## config.mk

```make
export PLATFORM = sky130hd
export DESIGN_NAME = push_conditioner
export DESIGN_NICKNAME = d
export VERILOG_FILES = /design/src/rtl/push_conditioner.sv
export SDC_FILE = /design/constraint.sdc
export NUM_CORES = 1
export LEC_CHECK = 0
export CAP_MARGIN = 20
export CORE_ASPECT_RATIO = 0.9
export CORE_MARGIN = 2
export CORE_UTILIZATION = 55
export CTS_BUF_LIST = sky130_fd_sc_hd__clkbuf_8 sky130_fd_sc_hd__clkbuf_16
export CTS_CLUSTER_SIZE = 20
export DETAILED_ROUTE_END_ITERATION = 8
export PLACE_DENSITY = 0.76
export SLEW_MARGIN = 10
export SYNTH_ARGS = -nofsm -noshare
export SYNTH_HDL_FRONTEND = slang
export SYNTH_SLANG_ARGS = --single-unit
```

## constraint.sdc

```tcl
create_clock -name Clk -period 1.8 [get_ports Clk]
set_input_delay 0.27 -clock Clk [delete_from_list [all_inputs] [get_ports Clk]]
set_output_delay 0.27 -clock Clk [all_outputs]
set_load 0.02 [all_outputs]
```

## src/rtl/push_conditioner.sv

```systemverilog
// Push-button conditioner: 2-flop sync, per-bit debounce FSM, one-cycle active-low pulses with lockout.
// Optional auto-repeat while held is enabled by defining PUSH_AUTO_REPEAT_EN.
module push_conditioner #(
  parameter int DB_CYC  = 4,
  parameter int RPT_DLY = 50,
  parameter int RPT_PER = 10
) (
  input  logic       Clk,
  input  logic       Rst,
  input  logic [1:0] Push_i,
  output logic [1:0] Push_o,
  output logic [1:0] Held_o
);

  typedef enum logic [1:0] {IDLE, PRESS_DB, HELD, REL_DB} state_t;

  localparam logic [7:0] DB_MAX = 8'(DB_CYC);

  if (DB_CYC < 1 || DB_CYC > 255 || RPT_DLY < 1 || RPT_DLY > 65535 ||
      RPT_PER < 1 || RPT_PER > 65535) begin : g_cfg_check
    $error("push_conditioner: parameter out of range");
  end

  logic [1:0] sync1_q, sync2_q;
  state_t     state_q [2];
  state_t     state_d [2];
  logic [7:0] cnt_q   [2];
  logic [7:0] cnt_d   [2];
  logic [1:0] holding_q, holding_d, entry, rptFire, push_d;

  always_ff @(posedge Clk or negedge Rst) begin
    if (!Rst) begin
      sync1_q <= 2'b11;
      sync2_q <= 2'b11;
    end else begin
      sync1_q <= Push_i;
      sync2_q <= sync1_q;
    end
  end

  // Each FSM counts the sample that leaves IDLE/HELD as the first stable sample.
  always_comb begin
    for (int b = 0; b < 2; b++) begin
      state_d[b] = state_q[b];
      cnt_d[b]   = cnt_q[b];
      case (state_q[b])
        IDLE: begin
          if (!sync2_q[b]) begin
            state_d[b] = (DB_MAX == 8'd1) ? HELD : PRESS_DB;
            cnt_d[b]   = (DB_MAX == 8'd1) ? 8'd0 : 8'd1;
          end
        end
        PRESS_DB: begin
          if (sync2_q[b]) begin
            state_d[b] = IDLE;
            cnt_d[b]   = 8'd0;
          end else if (cnt_q[b] >= DB_MAX - 8'd1) begin
            state_d[b] = HELD;
            cnt_d[b]   = 8'd0;
          end else begin
            cnt_d[b] = (cnt_q[b] == 8'hFF) ? cnt_q[b] : cnt_q[b] + 8'd1;
          end
        end
        HELD: begin
          if (sync2_q[b]) begin
            state_d[b] = (DB_MAX == 8'd1) ? IDLE : REL_DB;
            cnt_d[b]   = (DB_MAX == 8'd1) ? 8'd0 : 8'd1;
          end
        end
        REL_DB: begin
          if (!sync2_q[b]) begin
            state_d[b] = HELD;
            cnt_d[b]   = 8'd0;
          end else if (cnt_q[b] >= DB_MAX - 8'd1) begin
            state_d[b] = IDLE;
            cnt_d[b]   = 8'd0;
          end else begin
            cnt_d[b] = (cnt_q[b] == 8'hFF) ? cnt_q[b] : cnt_q[b] + 8'd1;
          end
        end
        default: begin
          state_d[b] = IDLE;
          cnt_d[b]   = 8'd0;
        end
      endcase
      holding_q[b] = (state_q[b] == HELD) || (state_q[b] == REL_DB);
      holding_d[b] = (state_d[b] == HELD) || (state_d[b] == REL_DB);
      entry[b]     = (state_d[b] == HELD) && !holding_q[b];
    end
  end

`ifdef PUSH_AUTO_REPEAT_EN
  localparam logic [15:0] DLY_LAST = 16'(RPT_DLY - 1);
  localparam logic [15:0] PER_LAST = 16'(RPT_PER - 1);

  logic [15:0] rpt_q [2];
  logic [15:0] rpt_d [2];
  logic [1:0]  rptFirst_q, rptFirst_d;

  // The timer only advances on HELD->HELD edges, so REL_DB freezes it.
  always_comb begin
    rptFire    = 2'b00;
    rptFirst_d = rptFirst_q;
    for (int b = 0; b < 2; b++) begin
      rpt_d[b] = rpt_q[b];
      if (entry[b]) begin
        rpt_d[b]      = 16'd0;
        rptFirst_d[b] = 1'b0;
      end else if (state_q[b] == HELD && state_d[b] == HELD) begin
        if (!rptFirst_q[b] && rpt_q[b] >= DLY_LAST) begin
          rptFire[b]    = 1'b1;
          rpt_d[b]      = 16'd0;
          rptFirst_d[b] = 1'b1;
        end else if (rptFirst_q[b] && rpt_q[b] >= PER_LAST) begin
          rptFire[b] = 1'b1;
          rpt_d[b]   = 16'd0;
        end else begin
          rpt_d[b] = (rpt_q[b] == 16'hFFFF) ? rpt_q[b] : rpt_q[b] + 16'd1;
        end
      end
    end
  end

  always_ff @(posedge Clk or negedge Rst) begin
    if (!Rst) begin
      rptFirst_q <= 2'b00;
      for (int b = 0; b < 2; b++) rpt_q[b] <= 16'd0;
    end else begin
      rptFirst_q <= rptFirst_d;
      for (int b = 0; b < 2; b++) rpt_q[b] <= rpt_d[b];
    end
  end
`else
  assign rptFire = 2'b00;
`endif

  // Lockout: a new press or repeat is swallowed whenever the other button is also down.
  always_comb begin
    push_d[0] = (entry[0] && !entry[1] && !holding_q[1]) ||
                (rptFire[0] && !holding_q[1] && !holding_d[1]);
    push_d[1] = (entry[1] && !entry[0] && !holding_q[0]) ||
                (rptFire[1] && !holding_q[0] && !holding_d[0]);
  end

  always_ff @(posedge Clk or negedge Rst) begin
    if (!Rst) begin
      for (int b = 0; b < 2; b++) begin
        state_q[b] <= IDLE;
        cnt_q[b]   <= 8'd0;
      end
      Push_o <= 2'b11;
      Held_o <= 2'b00;
    end else begin
      for (int b = 0; b < 2; b++) begin
        state_q[b] <= state_d[b];
        cnt_q[b]   <= cnt_d[b];
      end
      Push_o <= ~push_d;
      Held_o <= holding_d;
    end
  end

endmodule

```

==> run metrics <==
CP bufs+invs=1; clk_skew=0.0009370 ns; Synth warnings=0; Fillers=roughly 140; CP Class=reg2out; clock-pin transition on the worst setup and hold timing paths=0.09 ns; initial antenna violation count=0; Worst setup EP type=primary output; fin crit period=1.643 ns; Post-synth EDFFs=0; power per cell area=about 1300 nW/µm²; Post-synth ARST share=100.0%; row count=15; FF-to-FF End=cnt_q[8]; worst skew pair latency=~0.27 ns; crit share post-route=between 90% and 100%; Synth Net Count=88; # DRC=0; final setup margin=about 0.16 ns; initial drt markers=8; reg2reg setup slack=around 0.37 ns; worst hold slack=~0.36 ns; DIE AREA=about 2300 µm²; Worst-Margin Slew=around 0.44 ns; Seq cells post-synth=27; CP max-delay cell=clkdlybuf4s50_1; # clock sinks=27; Reg2Reg Launch Point=cnt_q[8]; P_leak=around 0.55 nW; post-CTS sizing=0; status=finished, final reports clean; first-pass detailed-route iteration total=4; root buffer cell=clkbuf_8; gpl congestion=between 0.7 and 0.8; maximum vdd drop=0.8901 mV; Final nets=100; setup repair bufs after CTS=0; Routed WL=~1400 µm; fin area=1224 µm²; vias in the first global route=~600; antenna cell count=0; WP data required=around 1.5 ns; headroom to the max-slew limit=70.24%; critical path arrival=1.37 ns; Num CTS Buffers=3; Horiz. Die Dim=about 50 µm; I/O Buffers=7; Final Max Slew Viols=0; Vias=approximately 620; Top FF cell, synth=dfrtp_1; final hold violation count=0; Initial Utilization=a little under three fifths; critical-path maximum fanout=1; H-tree levels=1; WL per Instance=about 12 µm; critical path depth in cells=1; Crit path max-delay family=buffers and inverters; Worst Hold Class=in2async; Post-DRT Antenna Nets=0; detailed placement HPWL=1062 µm; CTS tree=done; fraction of layout cells with a size suffix above 1=17.20%; Post-CTS Hold Buffers=0; first-pass GRT wire length=about 2600 µm; MaxCap Viol Count=0; worst path cell trace=clkdlybuf4s50_1; RSZ-0062 raised after global routing=false; drt via density=5.288; placed inst area=1174 µm²; Total Power=between 1.5 and 2 mW; largest net degree at the start of global routing=28; gr ovfl total=0; achievable frequency=approximately 0.61 GHz; clk buf depth=2; Syn Area/Cell=between 10 and 15 µm²; Core Box Area=around 1900 µm²; sequential fraction of the synthesis area=between 60% and 70%; GRT Resource Usage Total=about 16%; Critical Path Start Type=flop; mapped cell area=1072 µm²; reg2reg path depth=4; area grow syn2layout=14.12%; IO Pins=8; Final setup viols=0; total negative setup slack=0 ns; Synth Instances=82; count of cell types in the netlist=29; Die Y=roughly 46 µm; Place WS=0.3967 ns; CP max stage delay=about 0.59 ns
==> stage by stage <==
stage | util (%) | instances
global route | 65.20 | 118
finish | 65.20 | 118
detailed placement | 62.53 | 114
global placement | 62.53 | 114
floorplan | - | 82
CTS | 65.20 | 118
==> worst max-delay path by stage <==
stage | from | endpoint | slack [ns]
6_report | Push_o[0] | Push_o[0] | 0.16
5_1_grt | Push_o[1] | Push_o[1] | 0.11
4_1_cts | Push_o[0] | Push_o[0] | 0.15
3_5_place_dp | cnt_q[8] | cnt_q[8] | 0.40
3_3_place_gp | cnt_q[8] | Held_o[0] | 0.44
2_1_floorplan | cnt_q[8] | cnt_q[8] | 0.54
==> sequential cells by signal, summed over array words and instances, names as in the netlist <==
register / flops
state_q: 3
sync2_q: 2
cnt_q: 16
Push_o: 2
sync1_q: 2
Held_o: 2
==> worst reg2reg max path: cells and delay by family, from the launching register on <==
kind	cells	cell delay [ns]
flops	1	0.42
compound gates	1	0.26
fa+ha+maj	1	0.25
simple gates	2	0.42
==> cells in the mapped netlist (all sizes together) (3+ instances only) <==
cell type,number,area (µm²)
o21bai,3,22.52
nand3b,3,22.52
dfstp,6,157.7
nor2,4,15.01
nor3,3,20.02
dfrtp,21,525.5
inv,4,15.01
a21oi,3,15.01
and2,11,70.07
==> per-layer routing <==
layer / wire, µm / global-route usage (%) / share of wire [%]
met5: 0 / 0 / 0
met4: 10 / 3.243 / 0.71
met3: 86 / 6.908 / 6.1
met2: 583 / 21.84 / 42
met1: 720 / 22.68 / 51
==> power by group <==
| group | total [mW] | switching, mW | internal, mW | leakage, nW |
|---|---|---|---|---|
| registers | 0.802 | 0.0895 | 0.712 | 0.342 |
| clock network | 0.342 | 0.180 | 0.162 | 0.0261 |
| logic | 0.421 | 0.223 | 0.198 | 0.180 |
==> cell type report <==
class / instances / area, µm² / share of cell area (%)
clock buffers: 3 / 41.29 / 3.374
clock inverters: 1 / 8.758 / 0.7157
inverters: 4 / 15.01 / 1.227
multi-input cells: 50 / 366.6 / 29.96
flip-flops and latches: 27 / 683.2 / 55.83
well taps: 25 / 31.28 / 2.556
repair buffers: 8 / 77.57 / 6.339
==> cell usage in the layout, fill, tap and decap left out, types with 2 or more instances in the layout <==
cell type	instances
a21oi_1	3
nor2_1	4
nand3_1	2
inv_1	4
clkdlybuf4s50_1	7
o21ai_0	2
and2_1	10
ha_1	2
nor3_1	2
clkbuf_8	3
o21bai_1	3
dfrtp_1	21
a211oi_1	2
nor2b_1	2
o21a_1	2
nand3b_1	3
dfstp_2	6
==> cell families (layout without fill, tap and decap cells) <==
logic type,Yosys count,count (layout),synth area share (%)
compound gates,15,15,9.567
xor+xnor,2,2,2.334
fa+ha+maj,2,2,2.333
buf+inv,5,16,2.100
flops,27,27,63.71
simple gates,31,31,19.95
(Power assumes the default switching activity.)
